==> src/rtl/camera_timing_pkg.sv <==
// Shared camera timing definitions: FSM state encoding and the ROI window
// test used by the sync source.
package camera_timing_pkg;

  typedef enum logic [1:0] {
    IDLE   = 2'd0,
    VBLANK = 2'd1,
    HBLANK = 2'd2,
    ACTIVE = 2'd3
  } state_t;

  // True when (x, y) lies inside the half-open window starting at
  // (x_lo, y_lo) with size x_len by y_len.
  function automatic logic in_roi_window(input logic [31:0] x,
                                         input logic [31:0] y,
                                         input logic [31:0] x_lo,
                                         input logic [31:0] x_len,
                                         input logic [31:0] y_lo,
                                         input logic [31:0] y_len);
    return (x >= x_lo) && (x < x_lo + x_len) &&
           (y >= y_lo) && (y < y_lo + y_len);
  endfunction

endpackage

==> src/rtl/vsync_hsync_source_sync_counter.sv <==
// Frame timing engine: IDLE/VBLANK/HBLANK/ACTIVE sequencing with the pixel
// (x), line (y) and blanking counters. Counters never wrap inside a frame.
module sync_counter
  import camera_timing_pkg::*;
#(
  parameter int xmax    = 324,
  parameter int ymax    = 244,
  parameter int h_blank = 16,
  parameter int v_blank = 64
) (
  input  logic                          clk,
  input  logic                          rst_n,
  input  logic                          enable,
  output state_t                        state,
  output logic [$clog2(xmax+1)-1:0]     x,
  output logic [$clog2(ymax+1)-1:0]     y,
  output logic                          frame_end
);

  localparam int xw   = $clog2(xmax + 1);
  localparam int yw   = $clog2(ymax + 1);
  localparam int bmax = (h_blank > v_blank) ? h_blank : v_blank;
  localparam int bw   = $clog2(bmax + 1);

  state_t          state_q, state_d;
  logic [xw-1:0]   x_q, x_d;
  logic [yw-1:0]   y_q, y_d;
  logic [bw-1:0]   bcnt_q, bcnt_d;

  // State and counter registers; reset aborts any frame immediately.
  always_ff @(posedge clk or negedge rst_n) begin
    if (!rst_n) begin
      state_q <= IDLE;
      x_q     <= '0;
      y_q     <= '0;
      bcnt_q  <= '0;
    end else begin
      state_q <= state_d;
      x_q     <= x_d;
      y_q     <= y_d;
      bcnt_q  <= bcnt_d;
    end
  end

  // Next-state and counter update. enable is only consulted in IDLE and at
  // the end of VBLANK, so dropping it mid-frame lets the frame finish.
  always_comb begin
    state_d   = state_q;
    x_d       = x_q;
    y_d       = y_q;
    bcnt_d    = bcnt_q;
    frame_end = 1'b0;
    case (state_q)
      IDLE: begin
        if (enable) begin
          state_d = VBLANK;
          bcnt_d  = '0;
        end
      end
      VBLANK: begin
        if (bcnt_q == bw'(v_blank - 1)) begin
          bcnt_d = '0;
          if (enable) begin
            state_d = HBLANK;
            y_d     = '0;
          end else begin
            state_d = IDLE;
          end
        end else begin
          bcnt_d = bcnt_q + bw'(1);
        end
      end
      HBLANK: begin
        if (bcnt_q == bw'(h_blank - 1)) begin
          bcnt_d = '0;
          x_d    = '0;
          if (y_q == yw'(ymax)) begin
            state_d   = VBLANK;
            frame_end = 1'b1;
          end else begin
            state_d = ACTIVE;
          end
        end else begin
          bcnt_d = bcnt_q + bw'(1);
        end
      end
      ACTIVE: begin
        if (x_q == xw'(xmax - 1)) begin
          x_d     = '0;
          y_d     = y_q + yw'(1);
          state_d = HBLANK;
        end else begin
          x_d = x_q + xw'(1);
        end
      end
      default: state_d = IDLE;
    endcase
  end

  assign state = state_q;
  assign x     = x_q;
  assign y     = y_q;

endmodule

==> src/rtl/vsync_hsync_source.sv <==
// Camera-style sync source: wraps an ROI pixel stream in padding and
// hsync/vsync timing. All outputs are registered (1-cycle latency) except
// pix_in_ready, which is combinational from the current position.
// Optional build macro TEST_PATTERN_EN adds a test_pattern input that
// replaces ROI pixels with (x+y).
module vsync_hsync_source
  import camera_timing_pkg::*;
#(
  parameter int roi_width      = 320,
  parameter int roi_height     = 240,
  parameter int left_padding   = 2,
  parameter int right_padding  = 2,
  parameter int top_padding    = 2,
  parameter int bottom_padding = 2,
  parameter int h_blank        = 16,
  parameter int v_blank        = 64,
  parameter int pix_width      = 8,
  parameter int pad_value      = 0
) (
  input  logic                 pixclk_in,
  input  logic                 rst_n,
  input  logic                 enable,
  input  logic [pix_width-1:0] pix_in,
  input  logic                 pix_in_valid,
`ifdef TEST_PATTERN_EN
  input  logic                 test_pattern,
`endif
  output logic                 pix_in_ready,
  output logic                 hsync_out,
  output logic                 vsync_out,
  output logic [pix_width-1:0] pix_out,
  output logic                 underrun,
  output logic                 frame_done
);

  localparam int xmax = roi_width + left_padding + right_padding;
  localparam int ymax = roi_height + top_padding + bottom_padding;
  localparam int xw   = $clog2(xmax + 1);
  localparam int yw   = $clog2(ymax + 1);
  localparam logic [pix_width-1:0] pad_px = pix_width'(pad_value);

  state_t          state;
  logic [xw-1:0]   x;
  logic [yw-1:0]   y;
  logic            frame_end;
  logic            roi;
  logic [pix_width-1:0] pix_d;
  logic            starve;

  sync_counter #(
    .xmax    (xmax),
    .ymax    (ymax),
    .h_blank (h_blank),
    .v_blank (v_blank)
  ) u_sync_counter (
    .clk       (pixclk_in),
    .rst_n     (rst_n),
    .enable    (enable),
    .state     (state),
    .x         (x),
    .y         (y),
    .frame_end (frame_end)
  );

  assign roi = (state == ACTIVE) &&
               in_roi_window(32'(x), 32'(y),
                             32'(left_padding), 32'(roi_width),
                             32'(top_padding),  32'(roi_height));

`ifdef TEST_PATTERN_EN
  logic [pix_width-1:0] pattern_px;
  assign pattern_px = pix_width'(32'(x) + 32'(y));
`endif

  // Handshake and next pixel selection: only ROI slots accept data; a
  // missing pixel is padded and flagged, timing never stalls.
  always_comb begin
    pix_in_ready = 1'b0;
    pix_d        = pad_px;
    starve       = 1'b0;
    if (rst_n && roi) begin
`ifdef TEST_PATTERN_EN
      if (test_pattern) pix_d = pattern_px;
      else
`endif
      begin
        pix_in_ready = 1'b1;
        if (pix_in_valid) pix_d = pix_in;
        else              starve = 1'b1;
      end
    end
  end

  // Registered outputs, one cycle behind the timing engine.
  always_ff @(posedge pixclk_in or negedge rst_n) begin
    if (!rst_n) begin
      hsync_out  <= 1'b0;
      vsync_out  <= 1'b0;
      pix_out    <= pad_px;
      underrun   <= 1'b0;
      frame_done <= 1'b0;
    end else begin
      hsync_out  <= (state == ACTIVE);
      vsync_out  <= (state == HBLANK) || (state == ACTIVE);
      pix_out    <= pix_d;
      frame_done <= frame_end;
      if (starve) underrun <= 1'b1;
    end
  end

endmodule

==> config.mk <==
export PLATFORM = sky130hd
export DESIGN_NAME = vsync_hsync_source
export DESIGN_NICKNAME = d
export VERILOG_FILES = /design/src/rtl/camera_timing_pkg.sv /design/src/rtl/vsync_hsync_source_sync_counter.sv /design/src/rtl/vsync_hsync_source.sv
export SDC_FILE = /design/constraint.sdc
export NUM_CORES = 1
export LEC_CHECK = 0
export ABC_AREA = 1
export CORE_ASPECT_RATIO = 0.5
export CORE_MARGIN = 2
export CORE_UTILIZATION = 59
export DETAILED_ROUTE_END_ITERATION = 10
export PLACE_DENSITY = 0.83
export SYNTH_ARGS = -nofsm -noshare
export SYNTH_HDL_FRONTEND = slang
export SYNTH_SLANG_ARGS = --single-unit
==> constraint.sdc <==
create_clock -name pixclk_in -period 3.8 [get_ports pixclk_in]
set_input_delay 0.76 -clock pixclk_in [delete_from_list [all_inputs] [get_ports pixclk_in]]
set_output_delay 0.76 -clock pixclk_in [all_outputs]
set_load 0.01 [all_outputs]
==> results of run 1 <==
==> where the power goes <==
part / switching [mW] / total, mW / internal, mW
Combinational: 0.241 / 0.372 / 0.131
Sequential: 0.0403 / 0.482 / 0.442
Clock: 0.147 / 0.330 / 0.183
Total: 0.428 / 1.18 / 0.756
==> kinds of logic (layout without fill, tap and decap cells) <==
logic type      Yosys count  after routing
fa+ha+maj                12             12
compound gates           26             26
buf+inv                  36             65
xor+xnor                  6              6
flops                    38             38
simple gates            178            178
==> Yosys cell counts (2+ instances only) <==
cell type                  instances
sky130_fd_sc_hd__buf_1             2
sky130_fd_sc_hd__nor2_2            2
sky130_fd_sc_hd__a21oi_1           4
sky130_fd_sc_hd__o21ai_1          11
sky130_fd_sc_hd__inv_1            25
sky130_fd_sc_hd__dfrtp_1          38
sky130_fd_sc_hd__nand3_1          24
sky130_fd_sc_hd__xnor2_1           3
sky130_fd_sc_hd__xor2_1            3
sky130_fd_sc_hd__nand3b_1          3
sky130_fd_sc_hd__buf_2             2
sky130_fd_sc_hd__o21ai_0           3
sky130_fd_sc_hd__inv_2             6
sky130_fd_sc_hd__nand4_1           6
sky130_fd_sc_hd__nand2_1          90
sky130_fd_sc_hd__o21ai_2           6
sky130_fd_sc_hd__or2_2             2
sky130_fd_sc_hd__ha_1             12
sky130_fd_sc_hd__nand2_2           8
sky130_fd_sc_hd__nor2_1           38
==> metrics by stage <==
step	setup WS [ns]	total power [mW]	util, %	cells
after global placement	1.01	0.842	71.7	368
after global routing	0.536	1.26	74.8	376
after detailed placement	1.01	0.859	71.7	368
after CTS	0.725	1.19	74.8	376
after floorplan	1.72	0.764	-	296
final	0.740	1.18	74.8	376
==> path summary, 6_finish.rpt <==
path                                    startpoint                      end  slack [ns]  cells past startpoint
setup / recovery           u_sync_counter.state[0]             pix_in_ready        0.74                      9
hold / removal                            underrun                 underrun        0.48                      2
setup reg to reg           u_sync_counter.state[0]      u_sync_counter.y[1]        2.11                      7
hold reg to reg                           underrun                 underrun        0.48                      2
max in group asynchronous                    rst_n               pix_out[1]        2.92                      2
min in group asynchronous                    rst_n  u_sync_counter.state[1]        0.55                      2
==> worst max-delay path, stage by stage, from the launching register on <==
cell                              delay [ns]
sky130_fd_sc_hd__dfrtp_1                0.42
sky130_fd_sc_hd__ha_1                   0.17
sky130_fd_sc_hd__buf_4                  0.24
sky130_fd_sc_hd__nand2_1                0.08
sky130_fd_sc_hd__inv_1                  0.07
sky130_fd_sc_hd__nand2_1                0.05
sky130_fd_sc_hd__a21oi_1                0.15
sky130_fd_sc_hd__nand2_1                0.20
sky130_fd_sc_hd__inv_1                  0.09
sky130_fd_sc_hd__clkdlybuf4s50_1        0.53
==> state kept, by name, indices dropped and copies added (netlist names) <==
signal                 cells
u_sync_counter.x           9
frame_done                 1
u_sync_counter.state       2
hsync_out                  1
u_sync_counter.y           8
underrun                   1
pix_out                    8
u_sync_counter.bcnt_q      7
vsync_out                  1
==> area by class of cell <==
class	count	area, sq um	area share (%)
repair buffers	26	250	9.48
clock buffers	8	110	4.17
inverters	31	116	4.41
flip-flops and latches	38	951	36.0
well taps	51	63.8	2.42
multi-input cells	222	1150	43.5
==> placed cells by master, fill, tap and decap left out <==
cell                              count
sky130_fd_sc_hd__nand3_1             24
sky130_fd_sc_hd__ha_1                12
sky130_fd_sc_hd__o21ai_0              3
sky130_fd_sc_hd__nand2_1             90
sky130_fd_sc_hd__clkdlybuf4s50_1     23
sky130_fd_sc_hd__nor3_1               1
sky130_fd_sc_hd__buf_4                2
sky130_fd_sc_hd__nand2_2              8
sky130_fd_sc_hd__nand3b_1             3
sky130_fd_sc_hd__buf_2                1
sky130_fd_sc_hd__clkbuf_8             8
sky130_fd_sc_hd__o21ai_2              6
sky130_fd_sc_hd__nand2_4              1
sky130_fd_sc_hd__xor2_1               3
sky130_fd_sc_hd__o21ai_1             11
sky130_fd_sc_hd__a21oi_2              1
sky130_fd_sc_hd__inv_1               25
sky130_fd_sc_hd__dfrtp_1             38
sky130_fd_sc_hd__nor2_2               2
sky130_fd_sc_hd__nor2_1              38
sky130_fd_sc_hd__a21oi_1              4
sky130_fd_sc_hd__o2111ai_1            1
sky130_fd_sc_hd__or2_2                2
sky130_fd_sc_hd__nand3_4              1
sky130_fd_sc_hd__nand4_1              6
sky130_fd_sc_hd__xnor2_1              3
sky130_fd_sc_hd__inv_2                6
sky130_fd_sc_hd__nand3_2              1
sky130_fd_sc_hd__and2_0               1
==> per-layer routing <==
layer | GRT usage [%] | wire [um] | vias up
met5 | 0 | 0 | -
li1 | - | - | 990
met2 | 39.9 | 2060 | 48
met4 | 6.36 | 31 | 0
met1 | 30.2 | 2220 | 882
met3 | 5.67 | 236 | 4
==> flow_summary.toml, run 1 <==
[logic_synthesis]
post_synth_fa_ha_maj_area_fraction_pct = 6.69
synthMuxAreaShare_pct = 0
ys_async_sr_fraction_pct = 100
synth-xor-area-share_pct = 2.34
syn_avg_cell_area_sq_um = 7.58
yosysTopAreaCell = "sky130_fd_sc_hd__dfrtp_1"
netlist_top_cells_area = "sky130_fd_sc_hd__dfrtp_1, sky130_fd_sc_hd__nand2_1, sky130_fd_sc_hd__ha_1"
yosys.area_share.simple_pct = 35.0
synth-main-ff-cell = "sky130_fd_sc_hd__dfrtp_1"
netlist-cell-type-count = 28
synth.yosys.warnings = 0
synthesized_netlist_net_count = 320
synth_largest_type_area_fraction_pct = 42.4
netlist_instances = 296
post_synthesis_compound_gate_area_fraction_pct = 7.13
edff_count_synth = 0
syn-cell-area_sq_um = 2240
sequential_fraction_of_the_synthesis_area_pct = 42.4
seq_cells_post_synth = 38
main_combinational_cell_family_by_area_after_synthesis = "simple AND/OR/NAND/NOR gates"

[cts]
htreeDepth = 2
postCtsSetupBuffers = 0
cts_max_path_buffers = 2
insertion_delay_ns = 0.29
cts.repair.resized = 0
clock_tree_from_tritoncts = "built"
cts_hold_buffers = 0
clk_pin_slew_ns = 0.07
cts_root_buf = "sky130_fd_sc_hd__clkbuf_8"
cts_sinks = 38
cts_buffers = 5

[detailed_routing]
wl_per_cell_um = 12.1
final_routed_drc_violation_total = 0
drt-initial-drc-count = 133
firstDrtPassIters = 5
routed_wirelength_um = 4540
vias = 1924
route.antenna.remaining_nets = 0
detail_route.vias_per_cell = 5.12

[power_and_ir_drop]
ir_worst_vdd_v = 0.000306
pwr_density_cell_nw_per_um2 = 449
power_leakage_nw = 1.27

[cells_and_area]
finish.net_count = 348
finalInstanceArea_sq_um = 2640
drive_gt1_share_pct = 12.0
areaGrowthSynthToFinish_pct = 17.6
n_antenna_cell = 0
filler_cell_count = 269

[grt]
grt_overflow = 0
grt_pass1_wl_um = 7600
grt_start_max_net_pins = 39
globalRouteTotalUtil_pct = 22.9
vias_in_the_first_global_route = 1698
antenna_found_initial = 0

[setup_path]
timing.critical_path.required_ns = 3.04
criticalPathCategory = "reg -> out"
setup.worst_path.start_class = "register"
setup.worst_path.end_class = "output pin"
crit_arrival_ns = 2.30
critical_path_peak_fanout = 18

[placement]
hpwlAfterDp_um = 3290
port_buffers = 24
placed_cell_area_sq_um = 2530
gpl.final_weighted_congestion = 0.795

[sta]
worstMarginPinSlew_ns = 0.477
fin_skew_ns = 0.00167
final_period_util_pct = 80.5
setup-violations-final = 0
timing.final.crit_period_ns = 3.06
finalSetupTns_ns = 0
timing_max_transition_violations_final = 0
maxClockFrequency_ghz = 0.327
finalHoldViolations = 0
rsz_0062_raised_after_global_routing = "no"
slew_headroom_pct = 68.2
worst_hold_slack_ns = 0.475

[floorplanning]
num_rows = 15
start_util_pct = 63.6
die_area_sq_um = 4340
ios = 25
design.core.area_sq_um = 3530
chipHeight_um = 47.6
die-width_um = 91.2

[worst_hold_path]
min_path_type = "reg -> reg"

[run]
maxCapViolCount = 0

[run_status]
status = "finished, final reports clean"
(Power assumes the default switching activity.)
==> inputs of run 2 (changes only) <==
--- a/config.mk
+++ b/config.mk
@@ -8,9 +8,9 @@
 export ABC_AREA = 1
 export CORE_ASPECT_RATIO = 0.5
 export CORE_MARGIN = 2
-export CORE_UTILIZATION = 59
+export CORE_UTILIZATION = 51
 export DETAILED_ROUTE_END_ITERATION = 10
-export PLACE_DENSITY = 0.83
+export PLACE_DENSITY = 0.76
 export SYNTH_ARGS = -nofsm -noshare
 export SYNTH_HDL_FRONTEND = slang
 export SYNTH_SLANG_ARGS = --single-unit
==> constraint.sdc (replaced) <==
create_clock -name pixclk_in -period 2.6 [get_ports pixclk_in]
set_input_delay 0.52 -clock pixclk_in [delete_from_list [all_inputs] [get_ports pixclk_in]]
set_output_delay 0.52 -clock pixclk_in [all_outputs]
set_load 0.01 [all_outputs]
==> run 2 against run 1 <==
- global-route usage decreased by 2.9 points
- final cell count up 1.1%
- register-to-register slack got worse by 1.2 ns
- power is 47% higher
- clock skew increased by 0.0047 ns
- critical path depth is the same
- critical path type unchanged
- highest routed layer unchanged
==> flow_summary.toml, run 2 (synthesis gave the netlist of run 1 again) <==
[grt]
grt_start_max_net_pins = 39
antenna_found_initial = 0
grt_overflow = 0
vias_in_the_first_global_route = 1797
globalRouteTotalUtil_pct = 20.0
grt_pass1_wl_um = 8000

[detailed_routing]
final_routed_drc_violation_total = 0
routed_wirelength_um = 4500
wl_per_cell_um = 11.8
firstDrtPassIters = 4
drt-initial-drc-count = 66
route.antenna.remaining_nets = 0
detail_route.vias_per_cell = 4.97
vias = 1887

[placement]
port_buffers = 24
pre_cts_slack_ns = 0.415
placed_cell_area_sq_um = 2540
place.detailed.instances = 372
hpwlAfterDp_um = 3200
gpl.final_weighted_congestion = 0.870

[worst_hold_path]
min_path_type = "in -> async"

[setup_path]
crit_arrival_ns = 1.57
worst-r2r-cell-count = 7
rr_startpoint = "u_sync_counter.state[1]"
setup.worst_path.end_class = "output pin"
reg2reg_setup_slack_ns = 0.90
worstPathCellList = "inv_1 -> ha_1 -> nor2_1 -> nand3_1 -> nand2_1 -> a21oi_2 -> nand2_1 -> inv_1 -> dlymetal6s2s_1"
critPathMaxStageDelay_ns = 0.41
cp_slowest_cell = "sky130_fd_sc_hd__dfrtp_1"
timing.critical_path.required_ns = 2.08
worstReg2RegEnd = "u_sync_counter.y[7]"
criticalPathCategory = "reg -> out"
critical_path_peak_fanout = 4
setup.worst_path.start_class = "register"

[cts]
cts_buffers = 5
cts_max_path_buffers = 2
clock_tree_from_tritoncts = "built"
clk_pin_slew_ns = 0.08
cts_root_buf = "sky130_fd_sc_hd__clkbuf_8"
postCtsSetupBuffers = 0
cts_hold_buffers = 0
cts.repair.resized = 0
insertion_delay_ns = 0.29
htreeDepth = 2
cts_sinks = 38

[power_and_ir_drop]
switching_share_pct = 35.6
power_leakage_nw = 1.29
p_total_mw = 1.74
switchingPower_mw = 0.620
cellInternalPower_mw = 1.12
combinationalPowerShare_pct = 30.8
power_frac_seq_pct = 40.4
pwr_density_cell_nw_per_um2 = 655
share_clk_of_total_power_pct = 28.8
ir_worst_vdd_v = 0.000447

[cells_and_area]
finish.net_count = 349
finish.cell_count_without_fillers = 380
ff_latch_area_sq_um = 951
max_reg_flops = 9
commonest_cells_after_routing_fill_and_taps_aside = "sky130_fd_sc_hd__nand2_1, sky130_fd_sc_hd__nor2_1, sky130_fd_sc_hd__dfrtp_1, sky130_fd_sc_hd__inv_1, sky130_fd_sc_hd__nand3_1"
fin_util_pct = 65.4
finalInstanceArea_sq_um = 2660
multi_input_comb_area_sq_um = 1150
filler_cell_count = 375
drive_gt1_share_pct = 12.6
areaGrowthSynthToFinish_pct = 18.3
n_antenna_cell = 0
mostFrequentLayoutCell = "sky130_fd_sc_hd__nand2_1"

[run]
maxCapViolCount = 0

[sta]
setup-violations-final = 0
finalSetupTns_ns = 0
maxClockFrequency_ghz = 0.479
setup_ws_ns = 0.511
worstMarginPinSlew_ns = 0.482
timing.final.crit_period_ns = 2.09
timing_max_transition_violations_final = 0
fin_skew_ns = 0.00638
worst_hold_slack_ns = 0.299
rsz_0062_raised_after_global_routing = "no"
slew_headroom_pct = 67.9
final_period_util_pct = 80.4
finalHoldViolations = 0

[floorplanning]
ios = 25
die-width_um = 97.8
chipHeight_um = 50.9
num_rows = 16
design.core.area_sq_um = 4060
die_area_sq_um = 4980
start_util_pct = 55.2

[run_status]
status = "finished, final reports clean"
==> run 2: changes by cell type in the layout (fill, tap and decap cells not counted), sizes merged <==
cell           change
buf                +1
bufinv             +1
clkbuf             -3
clkdlybuf4s50      -1
clkinv             +2
dlymetal6s2s       +1
==> run 2: worst max-delay path, delay by kind of cell (launching register included) <==
kind                     cells  cell delay (ns)
AND/OR/NAND/NOR              4             0.26
buffers and inverters        3             0.31
flip-flops                   1             0.41
AO/OA/AOI/OAI                1             0.14
adder cells (fa/ha/maj)      1             0.15
==> run 2: power groups by stage <==
stage	logic [mW]	clock network (mW)	registers, mW
2_1_floorplan	0.408	0	0.708
3_3_place_gp	0.523	0	0.710
3_5_place_dp	0.535	0	0.716
4_1_cts	0.536	0.508	0.704
5_1_grt	0.626	0.531	0.716
6_report	0.536	0.500	0.704
==> run 2: how the worst max path moves through the flow <==
| stage | startpoint | endpoint | slack, ns |
|---|---|---|---|
| 6_report | u_sync_counter.y[0] | pix_in_ready | 0.51 |
| 5_1_grt | u_sync_counter.x[2] | pix_in_ready | 0.36 |
| 4_1_cts | u_sync_counter.y[0] | pix_in_ready | 0.08 |
| 3_5_place_dp | u_sync_counter.y[0] | pix_in_ready | 0.42 |
| 3_3_place_gp | rst_n | pix_in_ready | 0.42 |
| 2_1_floorplan | u_sync_counter.state[0] | pix_in_ready | 0.77 |
==> run 2: area by class of cell <==
cell class | count | share of cell area, %
Clock buffer | 5 | 2.59
Multi-Input combinational cell | 222 | 43.4
Clock inverter | 3 | 1.51
Sequential cell | 38 | 35.8
Inverter | 31 | 4.38
Timing Repair Buffer | 27 | 9.80
Tap cell | 54 | 2.54
==> run 2: per-layer routing <==
metal | vias up | track usage, % | part of all wire [%]
met3 | 2 | 5.34 | 3.6
met1 | 869 | 26.2 | 52
met5 | - | 0 | 0
met4 | 0 | 6.25 | 0.51
met2 | 26 | 33.2 | 44
li1 | 990 | - | -
